## src/rtl/usb_cmd_bridge.sv

```systemverilog
// usb_cmd_bridge: turns USB FIFO command packets into word reads/writes on the mux_usb port.
// Ports: clk/rst_n (sync, active-low); rx_* byte stream in; tx_* byte stream out;
// usb_addr/usb_rd/usb_wr/usb_wr_data/usb_rd_data/usb_rd_valid/usb_wr_ready word port; busy.
// Define USB_CMD_BRIDGE_ACK_EN to send a 0x4B byte at the end of every packet.
module usb_cmd_bridge #(
  parameter int TIMEOUT_CYC = 1000000
) (
  input  logic        clk,
  input  logic        rst_n,
  input  logic [7:0]  rx_data,
  input  logic        rx_valid,
  output logic        rx_ready,
  output logic [7:0]  tx_data,
  output logic        tx_valid,
  input  logic        tx_ready,
  output logic [25:0] usb_addr,
  output logic        usb_rd,
  output logic        usb_wr,
  output logic [31:0] usb_wr_data,
  input  logic [31:0] usb_rd_data,
  input  logic        usb_rd_valid,
  input  logic        usb_wr_ready,
  output logic        busy
);
  localparam int TW = $clog2(TIMEOUT_CYC + 1);
  typedef enum logic [2:0] {IDLE, HDR, WDATA, WISSUE, RISSUE, RWAIT, RSEND, ACK} state_t;
`ifdef USB_CMD_BRIDGE_ACK_EN
  localparam state_t DONE = ACK;
`else
  localparam state_t DONE = IDLE;
`endif
  state_t state, state_nxt;
  logic run, is_wr, rx_fire, tx_fire, in_rx, timeout, last;
  logic [2:0] hcnt;
  logic [1:0] bcnt;
  logic [15:0] words;
  logic [31:0] rdata;
  logic [TW-1:0] tcnt;
  // run keeps rx_ready low while reset is asserted and raises it the cycle after release
  assign in_rx = state == HDR || state == WDATA;
  assign rx_ready = run && (state == IDLE || in_rx);
  assign rx_fire = rx_valid && rx_ready;
  assign tx_valid = state == RSEND || state == ACK;
  assign tx_fire = tx_valid && tx_ready;
  assign tx_data = state == RSEND ? rdata[{bcnt, 3'b000} +: 8] : state == ACK ? 8'h4B : 8'h00;
  assign usb_wr = state == WISSUE;
  assign usb_rd = state == RISSUE;
  assign busy = state != IDLE;
  assign timeout = in_rx && !rx_fire && tcnt == TW'(TIMEOUT_CYC - 1);
  assign last = words == 16'd1;
  always_ff @(posedge clk)
    if (!rst_n) state <= IDLE;
    else state <= state_nxt;
  always_comb begin
    state_nxt = state;
    case (state)
      IDLE:   if (rx_fire && (rx_data == 8'h57 || rx_data == 8'h52)) state_nxt = HDR;
      HDR:    if (rx_fire && hcnt == 3'd5) state_nxt = {rx_data, words[7:0]} == 16'd0 ? DONE : is_wr ? WDATA : RISSUE;
      WDATA:  if (rx_fire && bcnt == 2'd3) state_nxt = WISSUE;
      WISSUE: if (usb_wr_ready) state_nxt = last ? DONE : WDATA;
      RISSUE: state_nxt = RWAIT;
      RWAIT:  if (usb_rd_valid) state_nxt = RSEND;
      RSEND:  if (tx_fire && bcnt == 2'd3) state_nxt = last ? DONE : RISSUE;
      ACK:    if (tx_fire) state_nxt = IDLE;
      default: state_nxt = IDLE;
    endcase
    if (timeout) state_nxt = IDLE;
  end
  always_ff @(posedge clk)
    if (!rst_n) begin
      run <= 1'b0;
      is_wr <= 1'b0;
      hcnt <= '0;
      bcnt <= '0;
      words <= '0;
      rdata <= '0;
      tcnt <= '0;
      usb_addr <= '0;
      usb_wr_data <= '0;
    end else begin
      run <= 1'b1;
      tcnt <= (rx_fire || !in_rx) ? '0 : tcnt + 1'b1;
      if (state == IDLE) begin
        hcnt <= '0;
        bcnt <= '0;
        if (rx_fire) is_wr <= rx_data == 8'h57;
      end
      if (state == HDR && rx_fire) begin
        hcnt <= hcnt + 3'd1;
        case (hcnt)
          3'd0: usb_addr[7:0] <= rx_data;
          3'd1: usb_addr[15:8] <= rx_data;
          3'd2: usb_addr[23:16] <= rx_data;
          3'd3: usb_addr[25:24] <= rx_data[1:0];
          3'd4: words[7:0] <= rx_data;
          3'd5: words[15:8] <= rx_data;
          default: ;
        endcase
      end
      if (state == WDATA && rx_fire) begin
        usb_wr_data <= {rx_data, usb_wr_data[31:8]};
        bcnt <= bcnt + 2'd1;
      end
      if (state == RSEND && tx_fire) bcnt <= bcnt + 2'd1;
      if (state == RWAIT && usb_rd_valid) rdata <= usb_rd_data;
      if ((state == WISSUE && usb_wr_ready) || (state == RSEND && tx_fire && bcnt == 2'd3)) begin
        usb_addr <= usb_addr + 26'd4;
        words <= words - 16'd1;
      end
    end
endmodule
```

## config.mk

```make
export PLATFORM = sky130hd
export DESIGN_NAME = usb_cmd_bridge
export DESIGN_NICKNAME = d
export VERILOG_FILES = /design/src/rtl/usb_cmd_bridge.sv
export SDC_FILE = /design/constraint.sdc
export NUM_CORES = 1
export LEC_CHECK = 0
export BUFFER_PORTS_ARGS = -buffer_cell sky130_fd_sc_hd__buf_4
export CORE_UTILIZATION = 47
export CTS_BUF_LIST = sky130_fd_sc_hd__clkbuf_4 sky130_fd_sc_hd__clkbuf_8 sky130_fd_sc_hd__clkbuf_16
export DETAILED_ROUTE_END_ITERATION = 12
export HOLD_SLACK_MARGIN = 0.1
export PLACE_DENSITY = 0.69
export SYNTH_ARGS = -nofsm -noshare
export SYNTH_HDL_FRONTEND = slang
export SYNTH_SLANG_ARGS = --single-unit
```

## constraint.sdc

```tcl
create_clock -name clk -period 3.1 [get_ports clk]
set_input_delay 0.465 -clock clk [delete_from_list [all_inputs] [get_ports clk]]
set_output_delay 0.465 -clock clk [all_outputs]
set_load 0.05 [all_outputs]
```

==> summary.txt <==
Status: finished, final reports clean
Design area: 0.00811 mm^2
Post-CTS Setup Repair Bufs: 0
Post-cts sizing count: 0
Initial core utilization: 0.484
Worst-Skew Late Latency: 0.42 ns
Reported net switching power: 1.20 mW
Multi-input gate area: 0.00348 mm^2
Total of max-cap violations: 0
Power per cell area: 569 mW/mm^2
Nets: 971
Via count: 6407
Avg Cell Area, Syn: 7.91 um^2
Share of cells above drive strength 1: 0.196
FF-to-FF End: usb_addr[17]
Synth Area in Compound Gates: 0.178
Area leader, netlist: dfxtp_1
Grt ovf: 0
Clock network power share: 0.470
Post-synthesis simple-gate area fraction: 0.276
Yosys top cell area share: 0.422
Power Internal: 3.41 mW
Slew Limit Fails: 0
Sequential cell area: 0.00272 mm^2
Worst endpoint required time: 2.63 ns
Flop pwr share: 0.402
Setup crit end kind: primary output
Post-Syn Instances: 817
DR pass1 iterations: 5
FF-to-FF setup slack: 0.58 ns
Worst EP arrival: 2.17 ns
Total track usage: 0.263
Via-to-Cell Ratio: 5.81
Number of flops mapped to enable cells by yosys: 0
Leakage power: 2.98 nW
Yosys warning count: 0
Ys async rst share: 0
Io pins: 117
Die footprint: 0.0142 mm^2
Peak supply drop: 0.430 mV
Synth Cell Area: 0.00646 mm^2
Yosys reg bits: 136
Pin count of the biggest net entering global routing: 49
Most numerous cell in the Yosys netlist: nand2_1
RSZ-0062 raised after global routing: false
# fillers: 1259
Worst-Margin Slew: 0.729 ns
N_diodes: 0
Final HPWL DP: 12700 um
Cts bufs inserted: 17
Detail Route Antenna Nets: 0
Clock sinks: 136
Initial antenna violation count: 0
Syn_nets: 873
Die H: 119 um
Largest family of logic cells by synthesized area: simple AND/OR/NAND/NOR gates
1st-iter DRT viols: 696
CTS Hold Buffers Added: 0
Synth top cells by count: nand2_1 (176), dfxtp_1 (136), a21oi_1 (98), nor2_1 (73), clkbuf_1 (40)
Htree depth: 4
PortBufs: 116
Endpoints failing setup: 0
Switching portion of total power: 0.261
Sequential element share of the synthesized area: 0.422
Beginning of the worst hold path: usb_rd_data[10]
Fmax: 0.380 GHz
CTS clock-pin slew for the worst setup and hold paths: 0.06 ns
Post-synthesis cell type count: 60
Crit-path max FO: 14
Hold EP: rdata[10]
Hold Violations, Final: 0
CTS tree: done
Tmin final: 2.63 ns
Post-synthesis xor/xnor area fraction: 0.0298
Crit path from: state[1]
Top_reg_cell synth: dfxtp_1
Core area: 0.0133 mm^2
Hold path cells: 3
WL/cell: 16.8 um
Multiplexer area fraction after synthesis: 0.0345
R2R Path Start: state[0]
Hold Path Class: input port to flip-flop
CP Class: flip-flop to primary output
Setup crit start kind: flip-flop
Longest Clk Path Bufs: 2
Die width: 119 um
R2R depth: 5
Post-synthesis adder-cell area fraction: 0.0194
Period utilization: 0.849
GP Congestion: 0.876
DRC viols: 0
Relative slew slack: 0.510
Total wire length: 18600 um
First-pass GRT wire length: 29600 um
Placement Rows: 42
Setup Total Neg Slack: 0 ns
Worst clock skew on the final layout: 0.00541 ns
Synth-to-Final Area Change: 25.5%
Area after DPL: 0.00747 mm^2
Ranking of synthesized cells by area: dfxtp_1 (42%), nand2_1 (10%), a21oi_1 (7.6%)
Vias in the first global route: 5870
Fin Hold WS: 0.291 ns
Logic pwr share: 0.128
Clock Tree Root: clkbuf_16
==> layout make-up <==
class,count,area share
well taps,176,0.0272
clock inverters,8,0.0177
repair buffers,129,0.121
multi-input cells,613,0.430
inverters,18,0.00833
flip-flops and latches,136,0.336
clock buffers,23,0.0603
==> placed cells by master, fill, tap and decap left out, drive strengths merged, types with 16 or more instances in the layout <==
master / Yosys / layout
inv: 18 / 18
clkbuf: 42 / 23
nor2: 73 / 73
xnor2: 16 / 16
dfxtp: 136 / 136
nor3: 16 / 16
buf: 8 / 129
nand2: 176 / 176
a21oi: 98 / 98
nand3: 33 / 33
==> power by group through the flow <==
stage / Sequential, mW / Clock, mW / Combinational [mW]
floorplan: 1.89 / 0 / 0.381
global placement: 1.89 / 0 / 0.573
detailed placement: 1.89 / 0 / 0.578
CTS: 1.85 / 2.20 / 0.583
global route: 1.86 / 2.27 / 0.635
finish: 1.86 / 2.17 / 0.590
==> stage by stage <==
step                instances   util  power [mW]  worst slack, ns
floorplan                 817      -        2.27            0.668
global placement         1072  0.560        2.46            0.746
detailed placement       1072  0.560        2.47            0.693
CTS                      1103  0.607        4.64            0.470
global route             1103  0.607        4.77            0.301
finish                   1103  0.607        4.61            0.468
==> worst max path at each step <==
stage	end	slack (ns)	cells after the start
2_1_floorplan	usb_addr[21]	0.67	6
3_3_place_gp	words[9]	0.75	5
3_5_place_dp	words[0]	0.69	5
4_1_cts	tx_data[7]	0.47	4
5_1_grt	usb_addr[17]	0.30	5
6_report	tx_data[7]	0.47	4
==> critical path: stages (launching register included) <==
cell and delay [ns]:
dfxtp_1 0.63, nand2_1 0.27, nor2_1 0.43, and2_1 0.21, buf_4 0.20
==> flip-flops by register name, summed over array words and instances (netlist names) <==
signal and flops:
bcnt 2, is_wr 1, usb_wr_data 32, state 3, hcnt 3, tcnt 20, run 1, usb_addr 26
rdata 32, words 16
==> metal layers <==
| layer | track usage | up-vias | wire (um) |
|---|---|---|---|
| met1 | 0.346 | 3022 | 7950 |
| met3 | 0.0656 | 41 | 1460 |
| li1 | - | 3080 | - |
| met4 | 0.0752 | 0 | 383 |
| met2 | 0.425 | 264 | 8770 |
| met5 | 0 | - | 0 |
==> kinds of logic after synthesis <==
kind of cell,after synthesis
multiplexers,12
adder cells (fa/ha/maj),10
flip-flops,136
XOR/XNOR,22
buffers and inverters,68
AO/OA/AOI/OAI,185
AND/OR/NAND/NOR,384
Note: power is estimated with default switching activity, not from simulation.
